## config.mk

```make
export PLATFORM = sky130hd
export DESIGN_NAME = sram_lsu_flat
export DESIGN_NICKNAME = d
export VERILOG_FILES = /design/src/rtl/sram_lsu_pkg.sv /design/src/rtl/sram_lsu_if.sv /design/src/rtl/sram_lsu_load_ext.sv /design/src/rtl/sram_lsu.sv /design/src/flat_wrapper.sv
export SDC_FILE = /design/constraint.sdc
export NUM_CORES = 1
export LEC_CHECK = 0
export ABC_CLOCK_PERIOD_IN_PS = 1900
export BUFFER_PORTS_ARGS = -buffer_cell sky130_fd_sc_hd__buf_2
export CORE_MARGIN = 2
export CORE_UTILIZATION = 30
export CTS_BUF_LIST = sky130_fd_sc_hd__clkbuf_16
export DETAILED_ROUTE_END_ITERATION = 10
export HOLD_SLACK_MARGIN = 0.05
export PLACE_DENSITY_LB_ADDON = 0.1
export SLEW_MARGIN = 30
export SYNTH_ARGS = -nofsm -noshare
export SYNTH_HDL_FRONTEND = slang
export SYNTH_SLANG_ARGS = --single-unit
```

## constraint.sdc

```tcl
create_clock -name clk -period 1.9 [get_ports clk]
set_input_delay 0 -clock clk [delete_from_list [all_inputs] [get_ports clk]]
set_output_delay 0 -clock clk [all_outputs]
set_load 0.01 [all_outputs]
```

## src/rtl/sram_lsu_pkg.sv

```systemverilog
// Shared definitions for the SRAM load/store unit: funct3 codes, FSM states,
// byte write-enable masks and request decode helpers.
package sram_lsu_pkg;

  localparam logic [2:0] F3_B  = 3'b000;
  localparam logic [2:0] F3_H  = 3'b001;
  localparam logic [2:0] F3_W  = 3'b010;
  localparam logic [2:0] F3_BU = 3'b100;
  localparam logic [2:0] F3_HU = 3'b101;

  localparam logic [3:0] WEN_NONE = 4'b0000;
  localparam logic [3:0] WEN_B    = 4'b0001;
  localparam logic [3:0] WEN_H    = 4'b0011;
  localparam logic [3:0] WEN_W    = 4'b1111;

  typedef enum logic [1:0] {
    IDLE   = 2'd0,
    ACCESS = 2'd1,
    RESP   = 2'd2
  } state_t;

  // Unsigned loads exist only as loads; stores accept B/H/W.
  function automatic logic f3_legal(input logic we, input logic [2:0] f3);
    case (f3)
      F3_B, F3_H, F3_W: f3_legal = 1'b1;
      F3_BU, F3_HU:     f3_legal = !we;
      default:          f3_legal = 1'b0;
    endcase
  endfunction

  // Access size minus one, used for the no-wrap check.
  function automatic logic [1:0] size_m1(input logic [2:0] f3);
    case (f3)
      F3_H, F3_HU: size_m1 = 2'd1;
      F3_W:        size_m1 = 2'd3;
      default:     size_m1 = 2'd0;
    endcase
  endfunction

  function automatic logic misaligned(input logic [2:0] f3, input logic [1:0] lo);
    case (f3)
      F3_H, F3_HU: misaligned = lo[0];
      F3_W:        misaligned = |lo;
      default:     misaligned = 1'b0;
    endcase
  endfunction

  function automatic logic [3:0] wen_mask(input logic [2:0] f3);
    case (f3)
      F3_B:    wen_mask = WEN_B;
      F3_H:    wen_mask = WEN_H;
      F3_W:    wen_mask = WEN_W;
      default: wen_mask = WEN_NONE;
    endcase
  endfunction

endpackage

```

## src/rtl/sram_lsu_if.sv

```systemverilog
// Core-side request/response channel of the SRAM load/store unit.
// Handshake: a transfer happens on a rising edge where valid && ready are both high;
// the sender holds valid and payload stable until that edge, ready never depends on valid.
interface sram_lsu_if #(
  parameter int ADDR_W = 16
) ();
  logic              req_valid;
  logic              req_ready;
  logic              req_we;
  logic [2:0]        req_funct3;
  logic [ADDR_W-1:0] req_addr;
  logic [31:0]       req_wdata;
  logic              resp_valid;
  logic              resp_ready;
  logic [31:0]       resp_rdata;
  logic              resp_err;

  modport master (
    output req_valid, req_we, req_funct3, req_addr, req_wdata, resp_ready,
    input  req_ready, resp_valid, resp_rdata, resp_err
  );

  modport slave (
    input  req_valid, req_we, req_funct3, req_addr, req_wdata, resp_ready,
    output req_ready, resp_valid, resp_rdata, resp_err
  );
endinterface

```

## src/rtl/sram_lsu_load_ext.sv

```systemverilog
// Load data extension: picks the low byte/half/word of the raw SRAM word
// and sign- or zero-extends it according to funct3.
module sram_lsu_load_ext
  import sram_lsu_pkg::*;
(
  input  logic [2:0]  funct3,
  input  logic [31:0] raw,
  output logic [31:0] data
);

  always_comb begin
    data = raw;
    case (funct3)
      F3_B:    data = {{24{raw[7]}}, raw[7:0]};
      F3_BU:   data = {24'h0, raw[7:0]};
      F3_H:    data = {{16{raw[15]}}, raw[15:0]};
      F3_HU:   data = {16'h0, raw[15:0]};
      default: data = raw;
    endcase
  end

endmodule

```

## src/rtl/sram_lsu.sv

```systemverilog
// Load/store initiator for a byte-addressed 32-bit SRAM: one request per
// handshake, IDLE -> ACCESS -> RESP, with illegal requests answered directly from IDLE.
module sram_lsu
  import sram_lsu_pkg::*;
#(
  parameter int ADDR_W         = 16,
  parameter bit ALLOW_MISALIGN = 1'b0
) (
  input  logic              clk,
  input  logic              rst_n,
  sram_lsu_if.slave         bus,
  output logic [ADDR_W-1:0] sram_address,
  output logic [3:0]        sram_w_en,
  output logic [31:0]       sram_wdata,
  input  logic [31:0]       sram_rdata,
  output state_t            dbg_state
);

  localparam logic [ADDR_W-1:0] ADDR_MAX = '1;

  state_t      state, state_nxt;
  logic        ready_q;
  logic        resp_valid_q;
  logic        resp_err_q;
  logic [31:0] resp_rdata_q;
  logic        we_q;
  logic [2:0]  f3_q;
  logic [31:0] ext_data;
  logic        accept;
  logic        resp_done;
  logic        wraps;
  logic        req_ok;

  assign accept    = bus.req_valid && ready_q;
  assign resp_done = resp_valid_q && bus.resp_ready;

  // Last byte of the access must not run past the top of the address space.
  assign wraps  = bus.req_addr > (ADDR_MAX - ADDR_W'(size_m1(bus.req_funct3)));
  assign req_ok = f3_legal(bus.req_we, bus.req_funct3) && !wraps &&
                  (ALLOW_MISALIGN || !misaligned(bus.req_funct3, bus.req_addr[1:0]));

  sram_lsu_load_ext u_load_ext (
    .funct3 (f3_q),
    .raw    (sram_rdata),
    .data   (ext_data)
  );

  always_ff @(posedge clk or negedge rst_n) begin
    if (!rst_n) state <= IDLE;
    else        state <= state_nxt;
  end

  always_comb begin
    state_nxt = state;
    case (state)
      IDLE:    if (accept) state_nxt = req_ok ? ACCESS : RESP;
      ACCESS:  state_nxt = RESP;
      RESP:    if (resp_done) state_nxt = IDLE;
      default: state_nxt = IDLE;
    endcase
  end

  always_ff @(posedge clk or negedge rst_n) begin
    if (!rst_n) begin
      ready_q      <= 1'b1;
      resp_valid_q <= 1'b0;
      resp_err_q   <= 1'b0;
      resp_rdata_q <= 32'h0;
      we_q         <= 1'b0;
      f3_q         <= F3_W;
      sram_address <= '0;
      sram_w_en    <= WEN_NONE;
      sram_wdata   <= 32'h0;
    end else begin
      case (state)
        IDLE: begin
          if (accept) begin
            ready_q <= 1'b0;
            if (req_ok) begin
              we_q         <= bus.req_we;
              f3_q         <= bus.req_funct3;
              sram_address <= bus.req_addr;
              sram_wdata   <= bus.req_wdata;
              sram_w_en    <= bus.req_we ? wen_mask(bus.req_funct3) : WEN_NONE;
            end else begin
              resp_valid_q <= 1'b1;
              resp_err_q   <= 1'b1;
              resp_rdata_q <= 32'h0;
            end
          end
        end
        ACCESS: begin
          // Write commits and read data is captured on this same edge.
          sram_w_en    <= WEN_NONE;
          resp_valid_q <= 1'b1;
          resp_err_q   <= 1'b0;
          resp_rdata_q <= we_q ? 32'h0 : ext_data;
        end
        RESP: begin
          if (resp_done) begin
            resp_valid_q <= 1'b0;
            resp_err_q   <= 1'b0;
            resp_rdata_q <= 32'h0;
            ready_q      <= 1'b1;
          end
        end
        default: begin
          sram_w_en <= WEN_NONE;
          ready_q   <= 1'b1;
        end
      endcase
    end
  end

  assign bus.req_ready  = ready_q;
  assign bus.resp_valid = resp_valid_q;
  assign bus.resp_err   = resp_err_q;
  assign bus.resp_rdata = resp_rdata_q;
  assign dbg_state      = state;

endmodule

```

## src/flat_wrapper.sv

```systemverilog
// flat-port wrapper written by rule: the top's interface ports become plain ports
module sram_lsu_flat import sram_lsu_pkg::*;
#(
  parameter int ADDR_W         = 16,
  parameter bit ALLOW_MISALIGN = 1'b0
)
  (clk, rst_n, sram_address, sram_w_en, sram_wdata, sram_rdata, dbg_state, bus_req_valid, bus_req_we, bus_req_funct3, bus_req_addr, bus_req_wdata, bus_resp_ready, bus_req_ready, bus_resp_valid, bus_resp_rdata, bus_resp_err);
  sram_lsu_if #(.ADDR_W(ADDR_W)) bus_i ();
  input  logic clk;
  input  logic rst_n;
  output logic [ADDR_W-1:0] sram_address;
  output logic [3:0] sram_w_en;
  output logic [31:0] sram_wdata;
  input  logic [31:0] sram_rdata;
  output state_t dbg_state;
  input wire logic [$bits(bus_i.req_valid)-1:0] bus_req_valid;
  input wire logic [$bits(bus_i.req_we)-1:0] bus_req_we;
  input wire logic [$bits(bus_i.req_funct3)-1:0] bus_req_funct3;
  input wire logic [$bits(bus_i.req_addr)-1:0] bus_req_addr;
  input wire logic [$bits(bus_i.req_wdata)-1:0] bus_req_wdata;
  input wire logic [$bits(bus_i.resp_ready)-1:0] bus_resp_ready;
  output wire logic [$bits(bus_i.req_ready)-1:0] bus_req_ready;
  output wire logic [$bits(bus_i.resp_valid)-1:0] bus_resp_valid;
  output wire logic [$bits(bus_i.resp_rdata)-1:0] bus_resp_rdata;
  output wire logic [$bits(bus_i.resp_err)-1:0] bus_resp_err;
  assign bus_i.req_valid = bus_req_valid;
  assign bus_i.req_we = bus_req_we;
  assign bus_i.req_funct3 = bus_req_funct3;
  assign bus_i.req_addr = bus_req_addr;
  assign bus_i.req_wdata = bus_req_wdata;
  assign bus_i.resp_ready = bus_resp_ready;
  assign bus_req_ready = bus_i.req_ready;
  assign bus_resp_valid = bus_i.resp_valid;
  assign bus_resp_rdata = bus_i.resp_rdata;
  assign bus_resp_err = bus_i.resp_err;
  sram_lsu #(.ADDR_W(ADDR_W), .ALLOW_MISALIGN(ALLOW_MISALIGN)) u_core (.clk(clk), .rst_n(rst_n), .bus(bus_i), .sram_address(sram_address), .sram_w_en(sram_w_en), .sram_wdata(sram_wdata), .sram_rdata(sram_rdata), .dbg_state(dbg_state));
endmodule
```

==> flow_summary.json, run 1 <==
{
  "status": "finished, violations left",
  "violations": "setup timing",
  "start_kind": "flop",
  "place_hpwl_um": 7730,
  "grt_start_max_net_pins": 47,
  "maxCapViolCount": 0,
  "syn_area_per_cell_um2": 13.0,
  "vias_per_cell": 4.43,
  "syn_to_final_growth_pct": 69.2,
  "grt_pass1_vias": 3581,
  "wl_per_cell_um": 15.4,
  "share_seq_of_total_power_pct": 32.7,
  "grt_antenna_before_repair": 3,
  "critPathArrivalTime_ns": 2.15,
  "internal-power_mw": 6.63,
  "coreArea_um2": 13300,
  "cellLeakagePower_nw": 3.64,
  "fin_nets": 698,
  "clk_path_buf_depth": 2,
  "max-slew-margin-rel_pct": 61.4,
  "firstDrtPassIters": 4,
  "timing.hold.ws_ns": 0.0671,
  "synth_area_leader_cell": "dfrtp_1",
  "drt.antenna.violating_nets": 0,
  "pwr-share-comb_pct": 49.4,
  "fp.dieW_um": 121,
  "switching_share_pct": 33.2,
  "die_h_um": 121,
  "rows": 42,
  "setup_ws_ns": -0.0208,
  "r2r_slack_ns": -0.02,
  "period_share_pct": 101,
  "critPathKind": "reg -> reg",
  "worstReg2RegStart": "u_core.dbg_state[0]",
  "grt_pass1_wl_um": 17800,
  "io_pins": 177,
  "clock-root-buffer": "clkbuf_16",
  "grt-ovfl-total": 0,
  "dp.cells": 683,
  "die-area_um2": 14700,
  "drt_iter0_drc": 82,
  "post-place-ws_ns": -0.508,
  "critPathRequiredTime_ns": 2.12,
  "tns_ns": -0.121,
  "period_needed_ns": 1.92,
  "start_util_pct": 30.8,
  "powerDensity_nw_per_um2": 1420,
  "drive_above_1_share_pct": 55.8,
  "drc": 0,
  "worstSetupEndpoint": "u_core.bus.resp_rdata[10]",
  "cts_tree": "built",
  "h-tree-depth": 3,
  "p_sw_mw": 3.29,
  "cp-startpoint": "u_core.dbg_state[0]",
  "clock_sinks": 92,
  "grt.total_usage_pct": 15.6,
  "endpoint_kind": "flop",
  "wirelength_um": 12200,
  "yosys-top-cells-area": "dfrtp_1, mux2_2, mux2_4",
  "peakVddDrop_v": 0.000681,
  "grt_setup_unrepaired": "true",
  "clk_latency_ns": 0.34,
  "portBuffers": 176,
  "finalInstanceArea_um2": 6970,
  "skew_ns": 0.00495,
  "synth_top_area_share_pct": 54.7,
  "synthCells": 316,
  "yosysSeqAreaShare_pct": 56.0,
  "fmax_mhz": 521,
  "tightestPinTransition_ns": 0.572,
  "reg2reg_depth": 7,
  "cts.clk_slew.worst_paths_ns": 0.07,
  "placed_area_um2": 5460,
  "layout_commonest_cell": "buf_2",
  "gp_congestion": 0.739,
  "p_total_mw": 9.91,
  "clkPwrFrac_pct": 17.9,
  "setup_viol": 17,
  "synth_seq_cells": 92,
  "finalMaxSlewViolations": 0,
  "path_max_fanout": 9,
  "yosys_warnings": 0,
  "fillers": 1224,
  "finalHoldViolations": 0,
  "synth_nets": 410,
  "hold_class": "in -> reg",
  "tritoncts.num_buffers": 9,
  "instances_no_fill": 788,
  "syn_area_um2": 4120,
  "r2r-end": "u_core.bus.resp_rdata[10]",
  "via_count": 3492,
  "final_cell_mix": "buf_2, dfrtp_1, mux2_4",
  "ys_types": 35,
  "utilization_pct": 52.2
}
synth_stat cells:
cell and number:
mux2_2 59, a221o_1 1, o311ai_0 1, nor2_1 1, mux2i_1 10, or4b_2 1
o21ai_1 1, nand2b_1 1, a211oi_1 1, o311a_1 1, inv_1 30, o21ai_0 10
buf_2 6, buf_6 1, buf_1 2, and4_1 1, clkbuf_1 7, buf_12 2
a22o_1 1, o31ai_1 2, or2_0 1, nor3_1 2, nor2b_1 3, mux2_4 20
buf_4 2, a21oi_1 28, nand2_1 14, a21o_1 2, or3_1 1, nand3_1 2
nand4_1 3, o41ai_1 1, ha_1 6, dfstp_2 2, dfrtp_1 90
critical path: stages, from the launching register on:
cell and delay (ns):
dfrtp_1 0.36, inv_2 0.06, buf_6 0.12, ha_4 0.15
a22o_4 0.22, or3_4 0.40, clkbuf_16 0.20, mux2_4 0.29
cells by family after synthesis:
group / share of synthesized area [%]
compound gates: 6.78
fa+ha+maj: 1.82
buf+inv: 5.90
flops: 56.0
mux: 25.9
simple gates: 3.68
how the worst min path moves through the flow:
stage | start | end | cells after the start
2_1_floorplan | rst_n | u_core.bus.resp_err | 0
3_3_place_gp | rst_n | u_core.bus.resp_rdata[1] | 1
3_5_place_dp | rst_n | u_core.bus.resp_rdata[1] | 1
4_1_cts | sram_rdata[20] | u_core.bus.resp_rdata[20] | 4
5_1_grt | sram_rdata[26] | u_core.bus.resp_rdata[26] | 4
6_report | sram_rdata[20] | u_core.bus.resp_rdata[20] | 4
area by class of cell:
cell class / instances / area, µm² / area share (%)
clock buffer: 9 / 225 / 3.23
antenna: 3 / 7.51 / 0.108
multi-input combinational: 174 / 1830 / 26.3
sequential: 92 / 2300 / 33.1
clock inverter: 7 / 67.6 / 0.970
timing repair buffer: 297 / 2200 / 31.5
inverter: 30 / 113 / 1.62
tap: 176 / 220 / 3.16
sequential cells by signal (all words and copies together), names as in the netlist:
| signal | count |
|---|---|
| u_core.bus.resp_rdata | 32 |
| u_core.sram_wdata | 32 |
| u_core.sram_address | 16 |
| u_core.f3_q | 3 |
| u_core.sram_w_en | 3 |
| u_core.dbg_state | 2 |
| u_core.bus.req_ready | 1 |
| u_core.bus.resp_err | 1 |
| u_core.bus.resp_valid | 1 |
| u_core.we_q | 1 |
layer usage:
metal	GRT usage, %	vias up	routed length (µm)
met5	0	-	0
li1	-	1668	-
met3	4.28	15	800
met1	19.4	1692	5300
met2	25.8	117	5880
met4	6.32	0	189
power groups by stage:
stage               clock network (mW)  registers [mW]  logic, mW
CTS                               1.83            3.23       4.26
global placement                     0            3.22       3.94
floorplan                            0            3.59       2.10
global route                      1.92            3.35       5.26
detailed placement                   0            3.25       3.97
finish                            1.78            3.24       4.89
timing repair:
action,in CTS,in global routing
setup endpoints to repair,83,82
hold buffers,64,0
gates cloned,2,6
hold endpoints to repair,154,0
pin swaps,1,3
gates resized for setup,15,57
setup buffers,9,6
(Power assumes the default switching activity.)
==> inputs of run 2 (changes only) <==
--- a/config.mk
+++ b/config.mk
@@ -5,6 +5,7 @@
 export SDC_FILE = /design/constraint.sdc
 export NUM_CORES = 1
 export LEC_CHECK = 0
+export ABC_AREA = 1
 export ABC_CLOCK_PERIOD_IN_PS = 1900
 export BUFFER_PORTS_ARGS = -buffer_cell sky130_fd_sc_hd__buf_2
 export CORE_MARGIN = 2
==> run 2 against run 1 <==
The run now ends clean; design area shrank 6.0%; clock-buffer cell count unchanged; combinational power down 93%; wire length fell by 0.17%; highest routed layer unchanged; hold slack got worse by 0.012 ns.
==> flow_summary.json, run 2 <==
{
  "fp.dieW_um": 125,
  "ys_dominant_reg_cell": "dfrtp_1",
  "drt_iter0_drc": 140,
  "rows": 44,
  "layout_commonest_cell": "buf_2",
  "dp.cells": 872,
  "met3_usage_pct": 4.12,
  "synth_most_common_cell": "nand2_1",
  "grt_start_max_net_pins": 52,
  "pwr-share-comb_pct": 8.1,
  "p_total_mw": 4.05,
  "synthAdderAreaFrac_pct": 1.72,
  "yosysSeqAreaShare_pct": 52.7,
  "fmax_mhz": 582,
  "yosys-top-cells-area": "dfrtp_1, nand2_1, inv_1",
  "endpoint_kind": "flop",
  "synth_top_area_share_pct": 51.5,
  "skew_ns": 0.00417,
  "drive_above_1_share_pct": 29.2,
  "async_reset_ff_share_pct": 100,
  "utilization_pct": 45.6,
  "internal-power_mw": 3.16,
  "place_hpwl_um": 8130,
  "coreArea_um2": 14400,
  "syn_area_um2": 4370,
  "start_kind": "flop",
  "switching_share_pct": 21.9,
  "firstDrtPassIters": 4,
  "io_pins": 177,
  "start_util_pct": 30.4,
  "instances_no_fill": 965,
  "portBuffers": 176,
  "grt.total_usage_pct": 16.0,
  "synth_xor_area_share_pct": 0,
  "yosys_warnings": 0,
  "cts.clk_slew.worst_paths_ns": 0.07,
  "grt_setup_unrepaired": "false",
  "tightestPinTransition_ns": 0.497,
  "path_max_fanout": 17,
  "maxCapViolCount": 0,
  "powerDensity_nw_per_um2": 619,
  "max-slew-margin-rel_pct": 66.9,
  "vias_per_cell": 4.23,
  "synth-simple-area-share_pct": 26.3,
  "clk_latency_ns": 0.33,
  "grt_antenna_before_repair": 0,
  "hold_class": "in -> reg",
  "synth_compound_area_share_pct": 8.47,
  "drc": 0,
  "p_sw_mw": 0.889,
  "die-area_um2": 15600,
  "critPathKind": "reg -> reg",
  "tritoncts.num_buffers": 9,
  "period_needed_ns": 1.72,
  "critPathRequiredTime_ns": 2.13,
  "synthMuxAreaShare_pct": 0,
  "tns_ns": 0,
  "clock_sinks": 92,
  "finalHoldViolations": 0,
  "synth_area_leader_cell": "dfrtp_1",
  "clk_path_buf_depth": 2,
  "fin_nets": 870,
  "synth_seq_cells": 92,
  "wl_per_cell_um": 12.6,
  "share_seq_of_total_power_pct": 48.3,
  "grt_pass1_wl_um": 20300,
  "period_share_pct": 90.4,
  "drt.antenna.violating_nets": 0,
  "final_cell_mix": "buf_2, nand2_1, dfrtp_1",
  "grt_util_met2_pct": 26.2,
  "synth_nets": 621,
  "synthCells": 527,
  "timing.hold.ws_ns": 0.0556,
  "syn_to_final_growth_pct": 49.8,
  "h-tree-depth": 3,
  "clkPwrFrac_pct": 43.5,
  "cellLeakagePower_nw": 3.79,
  "grt.busiest_layer": "met2",
  "critPathArrivalTime_ns": 1.94,
  "cts_tree": "built",
  "antenna_cells": 0,
  "peakVddDrop_v": 0.000450,
  "clock-root-buffer": "clkbuf_16",
  "grt-ovfl-total": 0,
  "gp_congestion": 0.742,
  "finalMaxSlewViolations": 0,
  "grt_pass1_vias": 4153,
  "grt_use_met1_pct": 20.5,
  "via_count": 4086,
  "cts_setup_buffers": 0,
  "die_h_um": 125,
  "synth_edf_count": 0,
  "status": "complete, no violations",
  "synth_top_family_by_area": "simple AND/OR/NAND/NOR gates",
  "syn_area_per_cell_um2": 8.30,
  "setup_viol": 0,
  "synth_common_cells": "nand2_1, dfrtp_1, inv_1",
  "ys_types": 26,
  "wirelength_um": 12200
}
run 2: cell types whose count changed in the layout (fill, tap and decap cells not counted), sizes merged, moves of 4 or more:
cell / previous run / this run
nand3: 2 / 12
nand4: 3 / 36
mux2i: 10 / 0
a21oi: 28 / 9
mux2: 79 / 0
clkbuf: 14 / 10
buf: 228 / 188
inv: 30 / 73
o21ai: 11 / 53
dlygate4sd3: 64 / 76
nand2: 14 / 161
nor2: 1 / 52
run 2: final timing paths:
path                                      from                   endpoint  slack [ns]  cells after the start
max in group asynchronous                rst_n      u_core.sram_wdata[27]        1.20                      3
hold / removal                  sram_rdata[26]  u_core.bus.resp_rdata[26]        0.06                      5
hold reg to reg            u_core.sram_w_en[1]        u_core.sram_w_en[1]        0.47                      2
setup / recovery           u_core.dbg_state[0]  u_core.bus.resp_rdata[10]        0.18                     11
min in group asynchronous                rst_n   u_core.bus.resp_rdata[8]        0.21                      3
setup reg to reg           u_core.dbg_state[0]  u_core.bus.resp_rdata[10]        0.18                     11
run 2: kinds of logic after synthesis:
family / Yosys count
and+or+nand+nor: 263
buffers and inverters: 102
DFF: 92
AOI/OAI and AO/OA: 64
adders and majority gates: 6
run 2: worst max-delay path, stage by stage, from the launching register on:
cell	delay, ns
dfrtp_1	0.40
inv_1	0.08
ha_1	0.23
inv_2	0.08
nor2_1	0.06
inv_1	0.06
nand2_2	0.09
inv_4	0.17
nand3_4	0.12
clkbuf_16	0.20
nand2_1	0.07
nand2_1	0.04
run 2: final cells by class:
cell class / count / area [µm²]
Fill cell: 1419 / 7820
Inverter: 75 / 284
Multi-Input combinational cell: 333 / 1600
Sequential cell: 92 / 2300
Clock inverter: 7 / 67.6
Clock buffer: 9 / 225
Tap cell: 184 / 230
Timing Repair Buffer: 265 / 1840
run 2: power groups by stage:
stage,clock network (mW),logic [mW],registers [mW]
CTS,1.85,0.333,1.96
floorplan,0,0.0584,2.00
detailed placement,0,0.213,2.00
global placement,0,0.210,2.00
finish,1.76,0.329,1.96
global route,1.92,0.371,1.96
run 2: metrics by stage:
| stage | instance area [µm²] | setup WS [ns] |
|---|---|---|
| after floorplan | 4370 | 0.226 |
| after global placement | 5460 | 0.120 |
| after detailed placement | 5460 | 0.0722 |
| after CTS | 6510 | 0.104 |
| after global routing | 6550 | 0.0308 |
| final | 6550 | 0.182 |
run 2: layer usage:
layer  routed length [µm]  share of wire, %
met5                    0                 0
met1                 5490                45
met2                 5690                47
met3                  815               6.7
met4                  153               1.3
run 2: repair_timing:
action | in CTS | in global routing
hold buffers | 76 | 0
resized for setup | 0 | 5
hold endpoints to repair | 167 | 0
endpoints found under the setup margin | 0 | 52
